==> src/rtl/sram_pkg.sv <==
// Shared encodings and types for the SRAM request front-end and the bitline-mask stage.
// Latency: none (definitions only); backpressure: n/a.
package sram_pkg;

   localparam int ROW_BITS = 32;

   localparam logic [1:0] CONF_32   = 2'b00;
   localparam logic [1:0] CONF_16   = 2'b01;
   localparam logic [1:0] CONF_8    = 2'b10;
   localparam logic [1:0] CONF_RSVD = 2'b11;

   typedef enum logic [1:0] {
      ST_IDLE  = 2'b00,
      ST_ISSUE = 2'b01,
      ST_WAIT  = 2'b10,
      ST_RESP  = 2'b11
   } state_t;

   // Registered per-request attributes; conf and lane also feed the mask stage.
   typedef struct packed {
      logic       we;
      logic [1:0] conf;
      logic [1:0] lane;
   } req_meta_t;

endpackage

==> src/rtl/rdata_align_8_32_2.sv <==
// Extracts the addressed 32/16/8-bit word from a 32-bit row, zero-extended.
// Latency: combinational; backpressure: n/a.
module rdata_align_8_32_2
   import sram_pkg::*;
(
   input  logic [ROW_BITS-1:0] row_dat,
   input  logic [1:0]          conf,
   input  logic [1:0]          lane,
   output logic [ROW_BITS-1:0] rdata
);

   always_comb begin
      rdata = '0;
      case (conf)
         CONF_32: rdata        = row_dat;
         CONF_16: rdata[15:0]  = row_dat[16*lane[0] +: 16];
         CONF_8:  rdata[7:0]   = row_dat[8*lane +: 8];
         default: rdata        = '0;
      endcase
   end

endmodule

==> src/rtl/sram_req_ctrl_32.sv <==
// Single-outstanding request front-end for a 32-bit configurable-width SRAM row.
// Latency: write resp N+2, read resp N+3, reserved conf N+1; resp_ready low stalls in RESP, req_ready low until resp consumed.
module sram_req_ctrl_32
   import sram_pkg::*;
#(
   parameter int ROW_W = 8
)
(
   input  logic                clk,
   input  logic                rst,
   input  logic                req_valid,
   output logic                req_ready,
   input  logic                req_we,
   input  logic [1:0]          req_conf,
   input  logic [ROW_W+1:0]    req_addr,
   input  logic [31:0]         req_wdata,
   output logic                resp_valid,
   input  logic                resp_ready,
   output logic [31:0]         resp_rdata,
   output logic                resp_err,
   output logic                sram_ce,
   output logic                sram_we,
   output logic [ROW_W-1:0]    sram_row,
   output logic [31:0]         sram_wdata,
   input  logic [31:0]         sram_rdata,
   output logic [1:0]          mask_addr,
   output logic [1:0]          mask_conf
);

   state_t           state_q, state_d;
   req_meta_t        meta_q;
   logic [ROW_W-1:0] row_d;
   logic [1:0]       lane_d;
   logic [31:0]      wrep_d;
   logic [31:0]      rdata_q;
   logic [31:0]      rdata_aln;
   logic             err_q;
   logic             accept;

   // Address split and write replication, in units of the configured word.
   always_comb begin
      row_d  = req_addr[ROW_W-1:0];
      lane_d = 2'b00;
      wrep_d = req_wdata;
      case (req_conf)
         CONF_16: begin
            row_d  = req_addr[ROW_W:1];
            lane_d = {1'b0, req_addr[0]};
            wrep_d = {2{req_wdata[15:0]}};
         end
         CONF_8: begin
            row_d  = req_addr[ROW_W+1:2];
            lane_d = req_addr[1:0];
            wrep_d = {4{req_wdata[7:0]}};
         end
         default: ;
      endcase
   end

   rdata_align_8_32_2 u_align (
      .row_dat (sram_rdata),
      .conf    (meta_q.conf),
      .lane    (meta_q.lane),
      .rdata   (rdata_aln)
   );

   // Handshake-visible outputs are gated by rst so the reset cycle itself is quiet.
   always_comb begin
      state_d    = state_q;
      req_ready  = 1'b0;
      sram_ce    = 1'b0;
      resp_valid = 1'b0;
      case (state_q)
         ST_IDLE: begin
            req_ready = !rst;
            if (req_valid) begin
               state_d = (req_conf == CONF_RSVD) ? ST_RESP : ST_ISSUE;
            end
         end
         ST_ISSUE: begin
            sram_ce = !rst;
            state_d = meta_q.we ? ST_RESP : ST_WAIT;
         end
         ST_WAIT: begin
            state_d = ST_RESP;
         end
         ST_RESP: begin
            resp_valid = !rst;
            if (resp_ready) begin
               state_d = ST_IDLE;
            end
         end
         default: state_d = ST_IDLE;
      endcase
   end

   assign accept     = req_valid && req_ready;
   assign sram_we    = sram_ce && meta_q.we;
   assign mask_addr  = meta_q.lane;
   assign mask_conf  = meta_q.conf;
   assign resp_rdata = rdata_q;
   assign resp_err   = err_q;

   always_ff @(posedge clk) begin
      if (rst) begin
         state_q    <= ST_IDLE;
         meta_q     <= '0;
         sram_row   <= '0;
         sram_wdata <= '0;
         rdata_q    <= '0;
         err_q      <= 1'b0;
      end else begin
         state_q <= state_d;
         if (accept) begin
            meta_q     <= '{we: req_we, conf: req_conf, lane: lane_d};
            sram_row   <= row_d;
            sram_wdata <= wrep_d;
            rdata_q    <= '0;
            err_q      <= (req_conf == CONF_RSVD);
         end
         if (state_q == ST_WAIT) begin
            rdata_q <= rdata_aln;
         end
      end
   end

endmodule

==> config.mk <==
export PLATFORM = sky130hd
export DESIGN_NAME = sram_req_ctrl_32
export DESIGN_NICKNAME = d
export VERILOG_FILES = /design/src/rtl/sram_pkg.sv /design/src/rtl/rdata_align_8_32_2.sv /design/src/rtl/sram_req_ctrl_32.sv
export SDC_FILE = /design/constraint.sdc
export NUM_CORES = 1
export LEC_CHECK = 0
export ABC_AREA = 1
export CORE_UTILIZATION = 40
export DETAILED_ROUTE_END_ITERATION = 8
export HOLD_SLACK_MARGIN = 0.06
export PLACE_DENSITY = 0.79
export SYNTH_ARGS = -nofsm -noshare
export SYNTH_HDL_FRONTEND = slang
export SYNTH_SLANG_ARGS = --single-unit
==> constraint.sdc <==
create_clock -name clk -period 3.5 [get_ports clk]
set_clock_uncertainty 0.1 [all_clocks]
set_input_delay 1.05 -clock clk [delete_from_list [all_inputs] [get_ports clk]]
set_output_delay 1.05 -clock clk [all_outputs]
set_load 0.1 [all_outputs]
# ---- After elaboration in Yosys (flattened, before gate mapping)
# Cells that the tools add are included.
dict set report word_totals {
  output_inout_bits 81
  ff_bits 80
  elab_cells 43
}
dict set report classes {
  n_eq_ne 10
  reduce_logical 7
  n_shift 2
  mux 16
}
# operator n
set op_table {}
lappend op_table {{32-bit two-way mux} 2}
lappend op_table {{32-bit one-hot mux with 2 select lines} 1}
lappend op_table {{8-bit one-hot mux with 2 select lines} 2}
lappend op_table {{32-bit by 6-bit indexed part select with 16-bit output} 1}
lappend op_table {{32-bit by 6-bit indexed part select with 8-bit output} 1}
lappend op_table {{8-bit one-hot mux with 3 select lines} 1}
lappend op_table {{16-bit two-way mux} 1}
lappend op_table {{2-bit equality test, second input constant} 5}
lappend op_table {{2-bit one-hot mux with 4 select lines} 1}
lappend op_table {{2-bit by 1-bit equality test with 1-bit output, second input constant} 3}
lappend op_table {{2-bit two-way mux} 3}
lappend op_table {{2-bit zero test} 2}
lappend op_table {{1-bit two-way mux} 4}
lappend op_table {{2-bit != test, second input constant} 2}
lappend op_table {{2-bit one-hot mux with 2 select lines} 1}
lappend op_table {{1-bit logical AND} 2}
lappend op_table {{2-bit AND reduction} 1}
lappend op_table {{2-bit nonzero test} 1}
lappend op_table {{1-bit zero test} 1}

# ---- Depth between registers and ports, before layout
dict set report logic_depth {
  depth_word 5
  depth_mapped 12
}

# ---- By module
# From an unflattened synthesis, not the netlist that was laid out.
dict set report hier_totals {
  cells_unflattened 687
  hier_area_um2 4381.7
}
# module instances area_per_inst_um2 seq_area_each_um2 cells_each
set by_module_without_submodules {}
lappend by_module_without_submodules {sram_req_ctrl_32 1 3590.9 1601.5 506}
lappend by_module_without_submodules {rdata_align_8_32_2 1 790.8 0.0 181}

# ---- Least setup slack after synthesis
# OpenSTA, ideal clock, no wires.
dict set report synth_path {
  path_kind {input to output}
  start {input port rst}
  end {output port resp_valid}
  required_time_ns 2.350
  t_arrival_ns 2.627
  stages 3
  n_path_buf 2
  path_slack_ns -0.277
  path_cell_list {buf_6 buf_2 nor2_1}
}
dict set report synth_between {
  elab_chain_cells 2
}
# item line_no
set synth_rtl {}
lappend synth_rtl {{from (decl)} sram_req_ctrl_32.sv:10} ;# input logic rst,
lappend synth_rtl {{1-bit zero test} sram_req_ctrl_32.sv:88} ;# resp_valid = !rst;
lappend synth_rtl {{1-bit two-way mux} sram_req_ctrl_32.sv:73} ;# case (state_q)
lappend synth_rtl {{to (decl)} sram_req_ctrl_32.sv:17} ;# output logic resp_valid,
# No other way between the ends.

# ---- Worst setup path after layout
dict set report layout_path {
  start {input port rst}
  end {output port sram_we}
}
dict set report layout_between {
  elab_chain_cells 3
}
# item line_no
set layout_rtl {}
lappend layout_rtl {{1-bit zero test} sram_req_ctrl_32.sv:81} ;# sram_ce = !rst;
lappend layout_rtl {{1-bit two-way mux} sram_req_ctrl_32.sv:73}
lappend layout_rtl {{1-bit logical AND} sram_req_ctrl_32.sv:98} ;# assign sram_we = sram_ce && meta_q.we;
lappend layout_rtl {{to (decl)} sram_req_ctrl_32.sv:22} ;# output logic sram_we,
# No other way between the ends.

==> key figures <==
Status
  • Status: finished clean

Final layout
  • Finished Cell Area: 5960 um2
  • Fin nets: 855
  • Share of layout cells above drive strength 1: 0.206
  • Area Overhead vs Synth: 36.8%

Worst setup path
  • CP max FO: 5
  • Worst Path Buf+Inv: 2
  • Delay of the slowest critical-path stage: 0.52 ns
  • Cells along the critical path: clkdlybuf4s50_1 -> nor2_1 -> buf_12
  • CP top delay family: buffers and inverters
  • CP Data Arrival Time: 2.03 ns
  • Required @ worst endpoint: 2.35 ns
  • Worst Setup End Kind: output port
  • R2R setup slack: 1.20 ns
  • WS Path Type: in -> out
  • Worst path slowest cell: clkdlybuf4s50_1
  • Crit start category: primary input

Synthesis
  • Synth top cells by count: 201 x nand2_1, 80 x dfxtp_1, 67 x nand3_1, 58 x inv_1, 33 x a21oi_1
  • Asr flop ratio synth: 0
  • Area leader, netlist: dfxtp_1
  • Number of synthesized flops with an enable pin: 0
  • Leading register cell type out of synthesis: dfxtp_1
  • Yosys warns: 0
  • Cell with the most instances after synthesis: nand2_1
  • Cells after synthesis: roughly 630
  • Syn Area/Cell: 6.91 um2
  • Synth top area share: 0.367
  • Post-synthesis sequential area ratio: 0.367
  • Yosys cell types: 30
  • Synthesized Nets: 720
  • Largest cells by area after synthesis: dfxtp_1 37%, nand2_1 17%, nand3_1 7.7%
  • Post-Syn Area: 4360 um2
  • Synth Register Bits: 80

Die
  • Ports: 162
  • Die Wd: 106 um
  • Starting Density: 0.417
  • Row count: 37
  • Core outline area: 10500 um2
  • Die height: 106 um
  • Die ar.: 11300 um2

Drt
  • Residual DRC: 0
  • DRT Pass-1 Iters: 5
  • DRT Wirelength: 13500 um
  • Post-DR wirelength/cell: between 10 and 15 um
  • Routed via count divided by cell count: slightly above 5
  • Vias post-DR: ~4700
  • Routed Antenna Nets: 0
  • 1st-iter DRT viols: 276

Flow run
  • Maxcap violations: 0

GRT
  • Met3 global-route usage: 0.0613
  • Initial antenna violation count: 1
  • GR Util met1: 0.280
  • All-layer global routing usage: 0.236
  • GRT overflow: 0
  • GRT busiest layer: met2
  • First-pass GRT wire length: 21200 um
  • Met2 usage in global routing: 0.391
  • Vias in the first global route: 4495
  • Largest net degree at the start of global routing: 52

Clocking
  • Clk sink count: 80
  • PostCTS Resize Cnt: 0
  • Post-CTS setup buffers: 0
  • Skew-Pair Late Insertion Delay: 0.35 ns
  • CTS Buffer Depth: 2
  • CTS buffer count: 9
  • CTS Hold Bufs: 0
  • TritonCTS clock tree: done
  • Clock-pin slew on the worst setup and hold paths: 0.09 ns
  • Level count of the clock H-tree: 3
  • Root buf cell: clkbuf_8

Timing
  • Shortest period the worst path allows: between 3 and 4 ns
  • Relative max-transition margin: 0.494
  • Fin worst setup slack: roughly 0.32 ns
  • Fin. Hold Viols: 0
  • Setup violators final: 0
  • Max Freq: 314 MHz
  • Crit share post-route: 0.910
  • Slew @ Worst Pin: 0.756 ns
  • RSZ-0062 raised after global routing: false
  • Final Max Tran Viols: 0

Placed design
  • Pre-CTS setup slack: 0.316 ns
  • Gpl congestion: 0.866
  • Port bufs: 161
  • DP Wirelength: slightly below 10000 um
  • Dpl cell area: 5760 um2

Power
  • Leak: 0.00279 uW
  • Power Dens Cells: approximately 740 nW/um2
  • Peak VDD IR: 0.000373 V

Min path
  • Hold WC Path Type: reg -> reg
worst paths after layout:
kind,startpoint,end,cells past startpoint
setup reg to reg,state_q[0],resp_rdata[27],6
hold reg to reg,resp_rdata[18],resp_rdata[18],2
setup / recovery,rst,sram_we,3
hold / removal,resp_rdata[18],resp_rdata[18],2
registers in the layout (all words and copies together), names as in the netlist:
name,count
sram_row,8
state_q,2
meta_q,1
resp_rdata,32
mask_addr,2
mask_conf,2
resp_err,1
sram_wdata,32
layout by cell type (no fill, tap or decap):
cell | netlist | routed
o21ai_2 | 16 | 16
clkbuf_8 | 0 | 10
nor3_1 | 5 | 5
nand3_1 | 67 | 67
o21ai_1 | 16 | 16
inv_1 | 58 | 58
a211oi_1 | 1 | 1
nand4_1 | 3 | 3
o22ai_1 | 7 | 7
a21oi_2 | 17 | 17
nand2_2 | 4 | 4
nor3_4 | 1 | 1
inv_6 | 0 | 1
inv_2 | 5 | 5
nor2_2 | 9 | 9
dfxtp_1 | 80 | 80
clkinv_4 | 0 | 1
buf_4 | 7 | 83
clkinvlp_4 | 0 | 2
nor2_4 | 2 | 2
buf_12 | 0 | 4
o211ai_1 | 3 | 3
clkdlybuf4s50_1 | 0 | 80
clkinv_1 | 2 | 2
bufinv_16 | 0 | 1
mux2i_1 | 8 | 8
clkinv_2 | 1 | 2
nor2_1 | 18 | 18
o31ai_2 | 1 | 1
o21ai_0 | 22 | 22
diode_2 | 0 | 1
nand2_1 | 201 | 201
a21oi_1 | 33 | 33
ha_1 | 8 | 8
stage by stage:
step            util  std cells  total power (uW)  TNS, ns  hold WS (ns)
6_report       0.570        908              4420        0         0.368
5_1_grt        0.570        908              4620        0         0.388
4_1_cts        0.570        907              4440        0         0.368
3_5_place_dp   0.550        891              3730        0         0.353
3_3_place_gp   0.550        891              3670        0         0.350
2_1_floorplan      -        631              3200   -0.830         0.343
worst min-delay path, cell delays in order, from the launching register on:
cell and delay, ns:
dfxtp_1 0.32, nand2_1 0.06, a21oi_1 0.05
cell families (layout without fill, tap and decap cells):
group	Yosys count	in the layout	share of synthesized area
AOI/OAI and AO/OA	116	116	0.168
adders and majority gates	8	8	0.0230
buffers and inverters	109	249	0.121
DFF	80	80	0.367
muxes	8	8	0.0184
other	0	1	0
and+or+nand+nor	310	310	0.303
where the power goes:
part	leakage, uW	switching (uW)	internal [uW]
combinational	0.00204	1920	573
sequential	0.000653	124	1090
clock	0.0000989	358	352
cell type report:
cell class	count	area, um2
fillers	1020	4500
multi-input cells	442	2230
flip-flops and latches	80	1600
repair buffers	167	1500
inverters	66	249
well taps	136	170
clock buffers	10	138
clock inverters	6	67.6
diodes	1	2.50
layer usage:
layer | vias up | share of wire
met4 | 0 | 0.039
li1 | 2291 | -
met1 | 2119 | 0.40
met5 | - | 0
met3 | 44 | 0.10
met2 | 225 | 0.46
Power figures use the tool's default switching activity.
